===== src/rtl/dff_cap_pkg.sv =====
// Shared types and default parameter values for the DFF serial capture block.
package dff_cap_pkg;

  typedef enum logic {
    HUNT = 1'b0,
    LOAD = 1'b1
  } cap_state_e;

  localparam int         DEF_WORD_W      = 8;
  localparam logic [7:0] DEF_SYNC_WORD   = 8'hA5;
  localparam int         DEF_FRAME_WORDS = 4;
  localparam int         DEF_CNT_W       = 8;

endpackage


===== src/rtl/cap_fifo2.sv =====
// Two-entry in-order FIFO with a valid/ready output side.
// A push into a full FIFO is taken only when a pop happens in the same cycle.
module cap_fifo2
  import dff_cap_pkg::*;
#(
  parameter int WORD_W = DEF_WORD_W
) (
  input  logic              clk,
  input  logic              rst_n,
  input  logic              push,
  input  logic [WORD_W-1:0] push_data,
  output logic              full,
  output logic [WORD_W-1:0] word_o,
  output logic              word_valid,
  input  logic              word_ready
);

  logic [WORD_W-1:0] mem [2];
  logic              rd_ptr;
  logic              wr_ptr;
  logic [1:0]        count;
  logic              pop;
  logic              accept;

  assign word_valid = (count != 2'd0);
  assign full       = (count == 2'd2);
  assign pop        = word_valid & word_ready;
  assign accept     = push & (~full | pop);
  assign word_o     = mem[rd_ptr];

  // Storage, pointers and occupancy; a full-buffer push reuses the slot freed by the pop
  always_ff @(posedge clk or negedge rst_n) begin
    if (!rst_n) begin
      mem[0] <= '0;
      mem[1] <= '0;
      rd_ptr <= 1'b0;
      wr_ptr <= 1'b0;
      count  <= 2'd0;
    end else begin
      if (pop) begin
        rd_ptr <= ~rd_ptr;
      end
      if (accept) begin
        mem[wr_ptr] <= push_data;
        wr_ptr      <= ~wr_ptr;
      end
      count <= count + {1'b0, accept} - {1'b0, pop};
    end
  end

endmodule


===== src/rtl/dff_serial_capture.sv =====
// Serial capture of the DFF output stream: hunts for a sync word, then packs
// the following bits MSB-first into words delivered through a 2-entry buffer.
module dff_serial_capture
  import dff_cap_pkg::*;
#(
  parameter int                WORD_W      = DEF_WORD_W,
  parameter logic [WORD_W-1:0] SYNC_WORD   = WORD_W'(DEF_SYNC_WORD),
  parameter int                FRAME_WORDS = DEF_FRAME_WORDS,
  parameter int                CNT_W       = DEF_CNT_W
) (
  input  logic              clk,
  input  logic              rst_n,
  input  logic              en,
  input  logic              sdi,
  output logic [WORD_W-1:0] word_o,
  output logic              word_valid,
  input  logic              word_ready,
  output logic              locked,
  output logic              frame_done,
  output logic [CNT_W-1:0]  ovf_cnt
);

  localparam int FILL_W = $clog2(WORD_W + 1);
  localparam int BIT_W  = $clog2(WORD_W);
  localparam int WC_W   = $clog2(FRAME_WORDS + 1);

  cap_state_e         state;
  // The shift register MSB is shifted out on the very next bit, so only the
  // WORD_W-1 history bits are kept; the full window is formed with sdi.
  logic [WORD_W-2:0]  hist;
  logic [WORD_W-1:0]  shn;
  logic [FILL_W-1:0]  fill;
  logic [BIT_W-1:0]   bit_cnt;
  logic [WC_W-1:0]    word_cnt;
  logic               bit_last;
  logic               word_last;
  logic               push;
  logic               full;
  logic               drop;

  function automatic logic [CNT_W-1:0] sat_inc_cnt(input logic [CNT_W-1:0] v);
    return (&v) ? v : v + CNT_W'(1);
  endfunction

  function automatic logic [FILL_W-1:0] sat_inc_fill(input logic [FILL_W-1:0] v);
    return (v == FILL_W'(WORD_W)) ? v : v + FILL_W'(1);
  endfunction

  assign shn       = {hist, sdi};
  assign bit_last  = (bit_cnt == BIT_W'(WORD_W - 1));
  assign word_last = (word_cnt == WC_W'(FRAME_WORDS - 1));
  assign push      = en & (state == LOAD) & bit_last;
  assign drop      = push & full & ~(word_valid & word_ready);

  cap_fifo2 #(
    .WORD_W(WORD_W)
  ) u_fifo (
    .clk       (clk),
    .rst_n     (rst_n),
    .push      (push),
    .push_data (shn),
    .full      (full),
    .word_o    (word_o),
    .word_valid(word_valid),
    .word_ready(word_ready)
  );

  // Sync hunt / word load FSM with shift history, counters and registered flags
  always_ff @(posedge clk or negedge rst_n) begin
    if (!rst_n) begin
      state      <= HUNT;
      hist       <= '0;
      fill       <= '0;
      bit_cnt    <= '0;
      word_cnt   <= '0;
      locked     <= 1'b0;
      frame_done <= 1'b0;
      ovf_cnt    <= '0;
    end else begin
      frame_done <= 1'b0;
      if (drop) begin
        ovf_cnt <= sat_inc_cnt(ovf_cnt);
      end
      if (en) begin
        hist <= shn[WORD_W-2:0];
        unique case (state)
          HUNT: begin
            // fill guarantees every window bit arrived after this hunt began
            if ((fill >= FILL_W'(WORD_W - 1)) && (shn == SYNC_WORD)) begin
              state    <= LOAD;
              locked   <= 1'b1;
              bit_cnt  <= '0;
              word_cnt <= '0;
            end else begin
              fill <= sat_inc_fill(fill);
            end
          end
          LOAD: begin
            if (bit_last) begin
              bit_cnt  <= '0;
              word_cnt <= word_cnt + WC_W'(1);
              if (word_last) begin
                state      <= HUNT;
                locked     <= 1'b0;
                frame_done <= 1'b1;
                fill       <= '0;
              end
            end else begin
              bit_cnt <= bit_cnt + BIT_W'(1);
            end
          end
          default: state <= HUNT;
        endcase
      end
    end
  end

endmodule


===== config.mk =====
export PLATFORM = sky130hd
export DESIGN_NAME = dff_serial_capture
export DESIGN_NICKNAME = d
export VERILOG_FILES = /design/src/rtl/dff_cap_pkg.sv /design/src/rtl/cap_fifo2.sv /design/src/rtl/dff_serial_capture.sv
export SDC_FILE = /design/constraint.sdc
export NUM_CORES = 1
export LEC_CHECK = 0
export CAP_MARGIN = 0
export CORE_MARGIN = 4
export CORE_UTILIZATION = 41
export CTS_CLUSTER_SIZE = 16
export DETAILED_ROUTE_END_ITERATION = 7
export PLACE_DENSITY = 0.73
export SKIP_LAST_GASP = 1
export SLEW_MARGIN = 20
export SYNTH_ARGS = -nofsm -noshare
export SYNTH_HDL_FRONTEND = slang
export SYNTH_SLANG_ARGS = --single-unit

===== constraint.sdc =====
create_clock -name clk -period 3.5 [get_ports clk]
set_clock_uncertainty 0.1 [all_clocks]
set_input_delay 1.05 -clock clk [delete_from_list [all_inputs] [get_ports clk]]
set_output_delay 1.05 -clock clk [all_outputs]
set_load 0.05 [all_outputs]

==> impl_metrics.yaml, run 1 <==
timing:
  tightest_slew_ps: 596
  final_period_minus_worst_setup_slack_ps: 3180
  unrepaired_setup_endpoints_after_global_routing: "false"
  post_route_setup_tns_ps: 0
  final_max_slew_violation_count: 0
  final_min_period_over_clock_period_pct: 90.9
  timing.max_slew.rel_slack_pct: 60.3
  timing_hold_violations_final: 0
  max_freq_mhz: 314
  setup_viol_count_final: 0
  worst_hold_slack_ps: 399
hold_path:
  hold_path_depth: 1
  min_delay_startpoint: "ovf_cnt[6]"
  holdCritPathClass: "reg2reg"
  hold_crit_endpoint: "ovf_cnt[6]"
global_route:
  track_usage_pct: 13.9
  number_of_global_route_vias_before_repair: 1547
  pin_count_of_the_biggest_net_entering_global_routing: 28
  antenna_violations_before_repair: 0
  grt_overflow_total: 0
  grt_pass1_wl_mm: 7.03
yosys:
  sequential_element_share_of_the_synthesized_area_pct: 53.7
  total_standard_cell_area_after_synthesis_mm2: 0.00224
  yosys-top-cells-area: "sky130_fd_sc_hd__dfrtp_1, sky130_fd_sc_hd__mux2_2, sky130_fd_sc_hd__ha_1"
  synth_seq_cells: 48
  synth_top_cell_area_share_pct: 53.7
  postSynthCellCount: 177
  unique_masters_post_synth: 35
  syn_avg_cell_area_um2: 12.6
  synth.yosys.warnings: 0
  yosys.area.top_type: "sky130_fd_sc_hd__dfrtp_1"
  postSynthNetCount: 191
clock_network:
  cts.hold.buffers_added: 0
  cts_post_setup_buffers_inserted: 0
  insertion_delay_ps: 310
  cts_sinks: 48
  cts_tree: "built"
  clock_tree.buffer_depth: 2
  clkSlewWorstSetupHoldPaths_ps: 90
  cts.repair.resized: 0
  cts_root_buffer: "sky130_fd_sc_hd__clkbuf_8"
  htreeDepth: 2
  cts-buffers-inserted: 5
critical_path:
  cp.required_ps: 2350
  worstSetupStartpointType: "register"
  critical_path_peak_fanout: 9
  rr_startpoint: "bit_cnt[0]"
  critical_path.endpoint_type: "output pin"
  worst-r2r-cell-count: 6
  type_of_the_setup_path_with_the_least_slack: "reg2out"
  worstPathCellList: "mux2_2, clkdlybuf4s50_1"
  rrSetupSlack_ps: 1250
  cp_slowest_stage_delay_ps: 700
  slowest_stage: "sky130_fd_sc_hd__clkdlybuf4s50_1"
  timing.critical_path.arrival_ps: 2030
  reg2reg_to: "u_fifo.mem[0]"
  critical_path.n_buffers_inverters: 1
  cell_family_contributing_the_most_delay_on_the_critical_path: "buffers and inverters"
placed_design:
  numPortBuffers: 23
  placement.cell_area_mm2: 0.00256
  place_congestion: 0.727
  sum_of_net_half_perimeters_after_detailed_placement_mm: 2.92
  post-place-cells: 269
power:
  total_leakage_power_nw: 1.24
  power.ir.vdd_worst_uv: 431
  p_per_area_mw_per_mm2: 832
floorplan:
  number_of_i_o_pins: 24
  die_height_um: 81.9
  die_area_mm2: 0.00671
  row_count: 26
  initial_standard_cell_utilization_of_the_core_pct: 43.0
  placeableCoreArea_mm2: 0.00520
  die_w_um: 81.9
finish:
  layout-drive-gt1-share_pct: 24.2
  layout.cell_area.non_filler_mm2: 0.00272
  multi_input_combinational_cell_area_um2: 977
  filler_cell_count: 481
  design.final.nets: 220
  area.growth.synth_to_final_pct: 21.4
  register_area_mm2: 0.00120
  antenna-diode-count: 0
  finalCoreUtilization_pct: 52.2
  stdcell_count: 277
drt:
  wire_per_inst_um: 15.1
  first_iter_violations: 53
  routed-via-count: 1449
  drc: 0
  post_drt_antenna_nets: 0
  drtPass1Iterations: 4
  routed_wire_length_mm: 4.17
  viasPerCell: 5.23
outcome:
  result_of_the_run: "finished clean"
flow_run:
  timing.max_cap.violations: 0
[worst reg2reg max path: stages (launching register included)]
cell and delay, ps:
sky130_fd_sc_hd__dfrtp_1 400, sky130_fd_sc_hd__ha_1 170, sky130_fd_sc_hd__ha_1 410, sky130_fd_sc_hd__nand3_1 200
sky130_fd_sc_hd__nor2_1 240, sky130_fd_sc_hd__nand2_1 270, sky130_fd_sc_hd__mux2_2 350
[area by class of cell]
| cell class | instances | area share [%] |
|---|---|---|
| Tap cell | 70 | 3.22 |
| Clock inverter | 3 | 3.31 |
| Timing Repair Buffer | 27 | 9.39 |
| Inverter | 10 | 1.38 |
| Sequential cell | 48 | 44.2 |
| Multi-Input combinational cell | 114 | 36.0 |
| Clock buffer | 5 | 2.53 |
[synthesized netlist by cell type]
| cell | n |
|---|---|
| sky130_fd_sc_hd__a211o_1 | 1 |
| sky130_fd_sc_hd__a21oi_1 | 4 |
| sky130_fd_sc_hd__a22o_1 | 5 |
| sky130_fd_sc_hd__a22oi_1 | 1 |
| sky130_fd_sc_hd__a31oi_1 | 2 |
| sky130_fd_sc_hd__and2_1 | 3 |
| sky130_fd_sc_hd__buf_2 | 2 |
| sky130_fd_sc_hd__clkbuf_1 | 2 |
| sky130_fd_sc_hd__clkbuf_2 | 1 |
| sky130_fd_sc_hd__dfrtp_1 | 48 |
| sky130_fd_sc_hd__ha_1 | 9 |
| sky130_fd_sc_hd__inv_1 | 10 |
| sky130_fd_sc_hd__mux2_2 | 32 |
| sky130_fd_sc_hd__mux2i_1 | 1 |
| sky130_fd_sc_hd__nand2_1 | 7 |
| sky130_fd_sc_hd__nand3_1 | 7 |
| sky130_fd_sc_hd__nand4_1 | 1 |
| sky130_fd_sc_hd__nand4bb_1 | 2 |
| sky130_fd_sc_hd__nor2_1 | 7 |
| sky130_fd_sc_hd__nor2b_1 | 1 |
| sky130_fd_sc_hd__nor3_1 | 5 |
| sky130_fd_sc_hd__nor3_2 | 1 |
| sky130_fd_sc_hd__nor3b_1 | 1 |
| sky130_fd_sc_hd__nor3b_2 | 1 |
| sky130_fd_sc_hd__o2111ai_4 | 1 |
| sky130_fd_sc_hd__o21ai_0 | 1 |
| sky130_fd_sc_hd__o21ai_1 | 2 |
| sky130_fd_sc_hd__o22ai_1 | 1 |
| sky130_fd_sc_hd__o2bb2ai_1 | 2 |
| sky130_fd_sc_hd__o311ai_2 | 1 |
| sky130_fd_sc_hd__o31a_1 | 1 |
| sky130_fd_sc_hd__or2_2 | 1 |
| sky130_fd_sc_hd__or3_1 | 2 |
| sky130_fd_sc_hd__xnor2_1 | 5 |
| sky130_fd_sc_hd__xor2_1 | 6 |
[power breakdown]
part           internal [mW]  switching (mW)
Sequential             0.733           0.168
Clock                  0.357           0.187
Combinational          0.373           0.442
[worst max path at each step]
stage | from | to | cells after the start
after global routing | u_fifo.rd_ptr | word_o[0] | 2
after CTS | u_fifo.rd_ptr | word_o[0] | 2
after global placement | word_ready | u_fifo.mem[6] | 5
final | u_fifo.rd_ptr | word_o[0] | 2
after floorplan | word_ready | u_fifo.mem[0] | 4
after detailed placement | word_ready | u_fifo.mem[5] | 5
[metrics by stage]
step / setup slack, ps / total power [mW]
floorplan: 1230 / 1.49
global placement: 633 / 1.70
detailed placement: 622 / 1.73
CTS: 304 / 2.28
global route: 268 / 2.38
finish: 318 / 2.26
[cell families after synthesis]
logic type,after synthesis,share of synthesized area [%]
adders and majority gates,9,5.03
xor gates and xnor gates,11,4.30
AOI/OAI and AO/OA,22,8.16
and+or+nand+nor,39,9.61
DFF,48,53.7
buffers and inverters,15,2.68
muxes,33,16.5
[cells in the final DEF, fill, tap and decap left out, types with 2 or more instances in the layout]
cell type | Yosys | layout
sky130_fd_sc_hd__dfrtp_1 | 48 | 48
sky130_fd_sc_hd__mux2_2 | 32 | 32
sky130_fd_sc_hd__clkdlybuf4s50_1 | 0 | 22
sky130_fd_sc_hd__inv_1 | 10 | 10
sky130_fd_sc_hd__ha_1 | 9 | 9
sky130_fd_sc_hd__nand3_1 | 7 | 7
sky130_fd_sc_hd__nor2_1 | 7 | 7
sky130_fd_sc_hd__nand2_1 | 7 | 7
sky130_fd_sc_hd__xor2_1 | 6 | 6
sky130_fd_sc_hd__xnor2_1 | 5 | 5
sky130_fd_sc_hd__nor3_1 | 5 | 5
sky130_fd_sc_hd__a22o_1 | 5 | 5
sky130_fd_sc_hd__clkbuf_8 | 0 | 5
sky130_fd_sc_hd__a21oi_1 | 4 | 4
sky130_fd_sc_hd__buf_4 | 0 | 4
sky130_fd_sc_hd__and2_1 | 3 | 3
sky130_fd_sc_hd__bufinv_16 | 0 | 3
sky130_fd_sc_hd__or3_1 | 2 | 2
sky130_fd_sc_hd__nand4bb_1 | 2 | 2
sky130_fd_sc_hd__o21ai_1 | 2 | 2
sky130_fd_sc_hd__a31oi_1 | 2 | 2
sky130_fd_sc_hd__o2bb2ai_1 | 2 | 2
[state kept, by name, summed over array words and instances, names as in the netlist]
signal and flops:
u_fifo.mem 16, frame_done 1, u_fifo.count 2, fill 4, hist 7, ovf_cnt 8, state 1, locked 1
u_fifo.rd_ptr 1, word_cnt 3, u_fifo.wr_ptr 1, bit_cnt 3
[layer usage]
layer / GRT usage, % / up-vias / part of all wire [%]
met5: 0 / - / 0
met4: 6.81 / 0 / 1.8
met3: 3.29 / 10 / 4.0
met2: 23.3 / 26 / 49
met1: 16.8 / 727 / 45
li1: - / 686 / -
Power figures use the tool's default switching activity.
==> inputs of run 2 (changes only) <==
- REMOVE_ABC_BUFFERS: not set -> 1
==> run 2 against run 1 <==
  * Sequential power shrank 0.9%
  * Flip-flop and latch count is the same
  * Setup slack gained 52 ps
  * Non-clock buffer count is the same
  * Routed wire length shrank 6.4%
  * Sequential share of layout area grew 1.2 points
  * Cell area shrank 2.6%
  * Final cell count is the same
  * Largest power group unchanged
==> impl_metrics.yaml, run 2 (same netlist as run 1, synthesis figures left out) <==
power:
  power.ir.vdd_worst_uv: 454
  p_per_area_mw_per_mm2: 766
  total_leakage_power_nw: 1.21
  post-layout-total-power_mw: 2.03
timing:
  setup_viol_count_final: 0
  final_min_period_over_clock_period_pct: 89.5
  max_freq_mhz: 319
  timing_hold_violations_final: 0
  final_period_minus_worst_setup_slack_ps: 3130
  timing.max_slew.rel_slack_pct: 65.8
  post_route_setup_tns_ps: 0
  unrepaired_setup_endpoints_after_global_routing: "false"
  final_max_slew_violation_count: 0
  tightest_slew_ps: 513
finish:
  design.final.nets: 220
  area.growth.synth_to_final_pct: 18.2
  largest_register: "u_fifo.mem"
  layout-drive-gt1-share_pct: 24.2
  register_area_mm2: 0.00120
  reg.largest.list: "u_fifo.mem: 16 flops, ovf_cnt: 8 flops, hist: 7 flops"
  largest_register_ffs: 16
  antenna-diode-count: 0
  stdcell_count: 277
  filler_cell_count: 480
  most-common-layout-cells: "sky130_fd_sc_hd__dfrtp_1, sky130_fd_sc_hd__mux2_2, sky130_fd_sc_hd__clkdlybuf4s50_1, sky130_fd_sc_hd__inv_1, sky130_fd_sc_hd__ha_1"
  most_common_cell_after_layout_fill_and_taps_aside: "sky130_fd_sc_hd__dfrtp_1"
  multi_input_combinational_cell_area_um2: 977
drt:
  post_drt_antenna_nets: 0
  routed-via-count: 1418
  viasPerCell: 5.12
  routed_wire_length_mm: 3.91
  first_iter_violations: 49
  wire_per_inst_um: 14.1
  drtPass1Iterations: 4
  drc: 0
floorplan:
  die_w_um: 81.9
  row_count: 26
  initial_standard_cell_utilization_of_the_core_pct: 43.0
  placeableCoreArea_mm2: 0.00520
  die_area_mm2: 0.00671
  number_of_i_o_pins: 24
  die_height_um: 81.9
critical_path:
  worst-r2r-cell-count: 6
  critical_path.endpoint_type: "output pin"
  rr_startpoint: "bit_cnt[0]"
  type_of_the_setup_path_with_the_least_slack: "reg2out"
  rrSetupSlack_ps: 1300
  reg2reg_to: "u_fifo.mem[3]"
  critical_path_peak_fanout: 9
  cp.required_ps: 2350
  worstSetupStartpointType: "register"
  timing.critical_path.arrival_ps: 1980
placed_design:
  place_congestion: 0.730
  post-place-cells: 269
  sum_of_net_half_perimeters_after_detailed_placement_mm: 2.86
  numPortBuffers: 23
global_route:
  antenna_violations_before_repair: 0
  grt_pass1_wl_mm: 6.91
  pin_count_of_the_biggest_net_entering_global_routing: 24
  number_of_global_route_vias_before_repair: 1443
  track_usage_pct: 13.5
  grt_overflow_total: 0
clock_network:
  cts-buffers-inserted: 5
  htreeDepth: 2
  cts_root_buffer: "sky130_fd_sc_hd__clkbuf_8"
  insertion_delay_ps: 300
  cts.repair.resized: 0
  cts_sinks: 48
  clkSlewWorstSetupHoldPaths_ps: 80
  cts.hold.buffers_added: 0
  cts_post_setup_buffers_inserted: 0
  clock_tree.buffer_depth: 2
  cts_tree: "built"
outcome:
  result_of_the_run: "finished clean"
hold_path:
  hold_crit_endpoint: "u_fifo.count[1]"
  hold_path_depth: 1
  min_delay_startpoint: "u_fifo.count[1]"
  holdCritPathClass: "reg2reg"
flow_run:
  timing.max_cap.violations: 0
-- run 2: final cells by class --
cell class,instances,share of cell area [%]
flip-flops and latches,48,45.4
repair buffers,27,9.65
clock inverters,3,0.709
well taps,70,3.31
clock buffers,5,2.60
inverters,10,1.42
multi-input cells,114,36.9
-- run 2: routing by layer --
layer	part of all wire, %	vias to the layer above	wire length (um)	track usage (%)
met5	0	-	0	0
met4	0.79	0	31	3.99
met3	4.8	4	186	3.95
met2	46	27	1800	21.0
met1	48	701	1890	18.1
li1	-	686	-	-
-- run 2: how the worst max path moves through the flow --
stage                  startpoint             to  slack (ps)
floorplan              word_ready  u_fifo.mem[0]        1230
global placement              sdi    word_cnt[0]         630
detailed placement     word_ready  u_fifo.mem[4]         610
CTS                 u_fifo.rd_ptr      word_o[0]         330
global route        u_fifo.rd_ptr      word_o[0]         280
finish              u_fifo.rd_ptr      word_o[4]         370
-- run 2: per-stage QoR --
stage	area (um^2)	hold WS (ps)	utilization, %	worst slack [ps]
final	2650	392	50.8	369
after global routing	2650	428	50.8	281
after CTS	2650	394	50.8	332
after detailed placement	2560	381	49.2	609
after global placement	2560	374	49.2	630
after floorplan	2220	349	-	1230
-- run 2: power by group --
| part | switching [mW] | total (mW) | internal (mW) |
|---|---|---|---|
| registers | 0.161 | 0.893 | 0.733 |
| clock network | 0.188 | 0.327 | 0.140 |
| logic | 0.434 | 0.806 | 0.372 |
| total | 0.782 | 2.03 | 1.24 |
-- run 2: critical path: stages (launching register included) --
cell and delay (ps):
sky130_fd_sc_hd__dfrtp_1 600, sky130_fd_sc_hd__mux2_2 390, sky130_fd_sc_hd__clkdlybuf4s50_1 700
==> inputs of run 3 (changes only) <==
- ABC_AREA: not set -> 1
- CAP_MARGIN: 0 -> not set
==> run 3 against run 2 <==
  * Utilization shrank 1.3 points
  * Routed wire length grew 8.7%
  * Final cell count grew 35%
  * Synthesized cell count grew 55%
  * Clock power grew 25%
  * Non-clock buffer count shrank 1
  * Cell area grew 3.0%
  * Combinational power shrank 19%
  * Global-route usage shrank 0.14 points
  * Via count grew 23%
  * Critical path type unchanged
  * Largest cell class unchanged
==> impl_metrics.yaml, run 3 <==
drt:
  wire_per_inst_um: 11.4
  first_iter_violations: 66
  viasPerCell: 4.67
  drc: 0
  post_drt_antenna_nets: 0
  routed-via-count: 1748
  drtPass1Iterations: 4
  routed_wire_length_mm: 4.25
yosys:
  number_of_enable_flip_flop_cells_after_synthesis: 0
  synth_top_cell_area_share_pct: 51.6
  postSynthCellCount: 275
  yosys.area.top_type: "sky130_fd_sc_hd__dfrtp_1"
  unique_masters_post_synth: 25
  post-synth-top-count-cell: "sky130_fd_sc_hd__nand2_1"
  synth-simple-area-share_pct: 24.3
  multiplexer_share_of_the_synthesized_area_pct: 0
  synth.yosys.warnings: 0
  syn_avg_cell_area_um2: 8.46
  synth_seq_cells: 48
  sequential_element_share_of_the_synthesized_area_pct: 51.6
  yosys-top-cells-area: "sky130_fd_sc_hd__dfrtp_1, sky130_fd_sc_hd__nand2_1, sky130_fd_sc_hd__o21ai_0"
  asyncSetResetFlopFracSynth_pct: 100
  commonest_cells_in_the_synthesized_netlist: "sky130_fd_sc_hd__nand2_1, sky130_fd_sc_hd__dfrtp_1, sky130_fd_sc_hd__inv_1"
  dominantRegCellSynth: "sky130_fd_sc_hd__dfrtp_1"
  total_standard_cell_area_after_synthesis_mm2: 0.00233
  main_combinational_cell_family_by_area_after_synthesis: "simple AND/OR/NAND/NOR gates"
  synth_xor_area_share_pct: 2.63
  yosys.area_share.adder_pct: 4.84
  synth-compound-area-share_pct: 9.30
finish:
  layout-drive-gt1-share_pct: 8.94
  antenna-diode-count: 0
  most_common_cell_after_layout_fill_and_taps_aside: "sky130_fd_sc_hd__nand2_1"
  largest_register_ffs: 16
  layout.cell_area.non_filler_mm2: 0.00273
  stdcell_count: 374
  area.growth.synth_to_final_pct: 17.2
  most-common-layout-cells: "sky130_fd_sc_hd__nand2_1, sky130_fd_sc_hd__dfrtp_1, sky130_fd_sc_hd__inv_1, sky130_fd_sc_hd__o21ai_0, sky130_fd_sc_hd__clkdlybuf4s50_1"
  finalCoreUtilization_pct: 49.5
  largest_register: "u_fifo.mem"
  reg.largest.list: "u_fifo.mem: 16 flops, ovf_cnt: 8 flops, hist: 7 flops"
  design.final.nets: 315
clock_network:
  cts-buffers-inserted: 5
  cts_tree: "built"
  cts_root_buffer: "sky130_fd_sc_hd__clkbuf_8"
  insertion_delay_ps: 300
  cts_sinks: 48
  cts_post_setup_buffers_inserted: 0
  clock_tree.buffer_depth: 2
  cts.repair.resized: 0
  clkSlewWorstSetupHoldPaths_ps: 90
  htreeDepth: 2
  cts.hold.buffers_added: 0
placed_design:
  placement.cell_area_mm2: 0.00261
  numPortBuffers: 23
  place_congestion: 0.772
  sum_of_net_half_perimeters_after_detailed_placement_mm: 3.17
  post-place-cells: 366
floorplan:
  die_area_mm2: 0.00695
  number_of_i_o_pins: 24
  initial_standard_cell_utilization_of_the_core_pct: 42.3
  die_height_um: 83.3
  row_count: 27
  placeableCoreArea_mm2: 0.00551
  die_w_um: 83.3
timing:
  max_freq_mhz: 322
  timing.max_slew.rel_slack_pct: 52.0
  final_min_period_over_clock_period_pct: 88.7
  final_period_minus_worst_setup_slack_ps: 3110
  post_route_setup_tns_ps: 0
  timing_hold_violations_final: 0
  setup_viol_count_final: 0
  tightest_slew_ps: 720
  unrepaired_setup_endpoints_after_global_routing: "false"
  final_max_slew_violation_count: 0
outcome:
  result_of_the_run: "finished clean"
critical_path:
  type_of_the_setup_path_with_the_least_slack: "reg2out"
  worstPathCellList: "clkinv_1, nand2_1, nand2_1, clkdlybuf4s50_1"
  timing.critical_path.arrival_ps: 1960
  critical_path.endpoint_type: "output pin"
  critical_path_peak_fanout: 9
  rr_startpoint: "bit_cnt[0]"
  cp_slowest_stage_delay_ps: 690
  slowest_stage: "sky130_fd_sc_hd__clkdlybuf4s50_1"
  crit_start: "u_fifo.rd_ptr"
  worstSetupStartpointType: "register"
  cp.required_ps: 2350
  critical_path.most_common_cell: "sky130_fd_sc_hd__nand2_1"
hold_path:
  min_delay_startpoint: "bit_cnt[1]"
  holdCritPathClass: "reg2reg"
power:
  power.ir.vdd_worst_uv: 361
  p_per_area_mw_per_mm2: 679
  power_report.internal_total_mw: 1.13
  switching_share_pct: 38.8
  seqPwrFrac_pct: 42.6
  total_leakage_power_nw: 1.34
  power.combinational.fraction_pct: 35.2
  p_switching_mw: 0.719
  clock_power_share_pct: 22.2
global_route:
  number_of_global_route_vias_before_repair: 1686
  pin_count_of_the_biggest_net_entering_global_routing: 23
  antenna_violations_before_repair: 0
  grt_pass1_wl_mm: 7.71
  track_usage_pct: 13.3
  grt_overflow_total: 0
flow_run:
  timing.max_cap.violations: 0
==> run 3: per-layer routing <==
metal / up-vias / part of all wire (%) / routed length [um] / global-route usage (%)
li1: 923 / - / - / -
met1: 800 / 49 / 2100 / 18.0
met2: 25 / 47 / 2000 / 21.8
met3: 0 / 3.5 / 149 / 3.47
met4: 0 / 0 / 0 / 2.38
met5: - / 0 / 0 / 0
==> run 3: worst paths after layout <==
path | endpoint | slack [ps] | cells past startpoint
min in group asynchronous | ovf_cnt[7] | 510 | 1
max in group asynchronous | hist[1] | 2240 | 2
hold / removal | bit_cnt[1] | 390 | 2
setup / recovery | word_o[4] | 390 | 4
setup reg to reg | u_fifo.mem[15] | 1420 | 8
hold reg to reg | bit_cnt[1] | 390 | 2
==> run 3: metrics by stage <==
step	worst slack [ps]	hold WS (ps)	power (mW)
2_1_floorplan	1320	346	1.25
6_report	394	387	1.85
3_5_place_dp	688	369	1.46
5_1_grt	236	416	1.99
4_1_cts	371	390	1.87
3_3_place_gp	685	360	1.44
==> run 3: cell type report <==
class | count | area, um^2
fill | 529 | 2780
sequential | 48 | 1200
multi-input combinational | 189 | 956
timing repair buffer | 26 | 248
inverter | 31 | 116
tap | 72 | 90.1
clock buffer | 5 | 68.8
clock inverter | 3 | 46.3
==> run 3: critical path, delay by kind of cell, from the launching register on <==
kind | cells | cell delay [ps]
buffers and inverters | 2 | 980
flip-flops | 1 | 490
AND/OR/NAND/NOR | 2 | 180
==> run 3: kinds of logic (layout without fill, tap and decap cells) <==
group                      Yosys count  count (layout)
xor gates and xnor gates             7               7
AOI/OAI and AO/OA                   36              36
and+or+nand+nor                    137             137
DFF                                 48              48
buffers and inverters               38              65
adders and majority gates            9               9
==> run 3: power by group through the flow <==
stage | combinational (mW) | clock (mW) | sequential [mW]
after global placement | 0.645 | 0 | 0.796
final | 0.652 | 0.410 | 0.789
after detailed placement | 0.660 | 0 | 0.801
after global routing | 0.726 | 0.452 | 0.809
after floorplan | 0.421 | 0 | 0.829
after CTS | 0.663 | 0.422 | 0.790
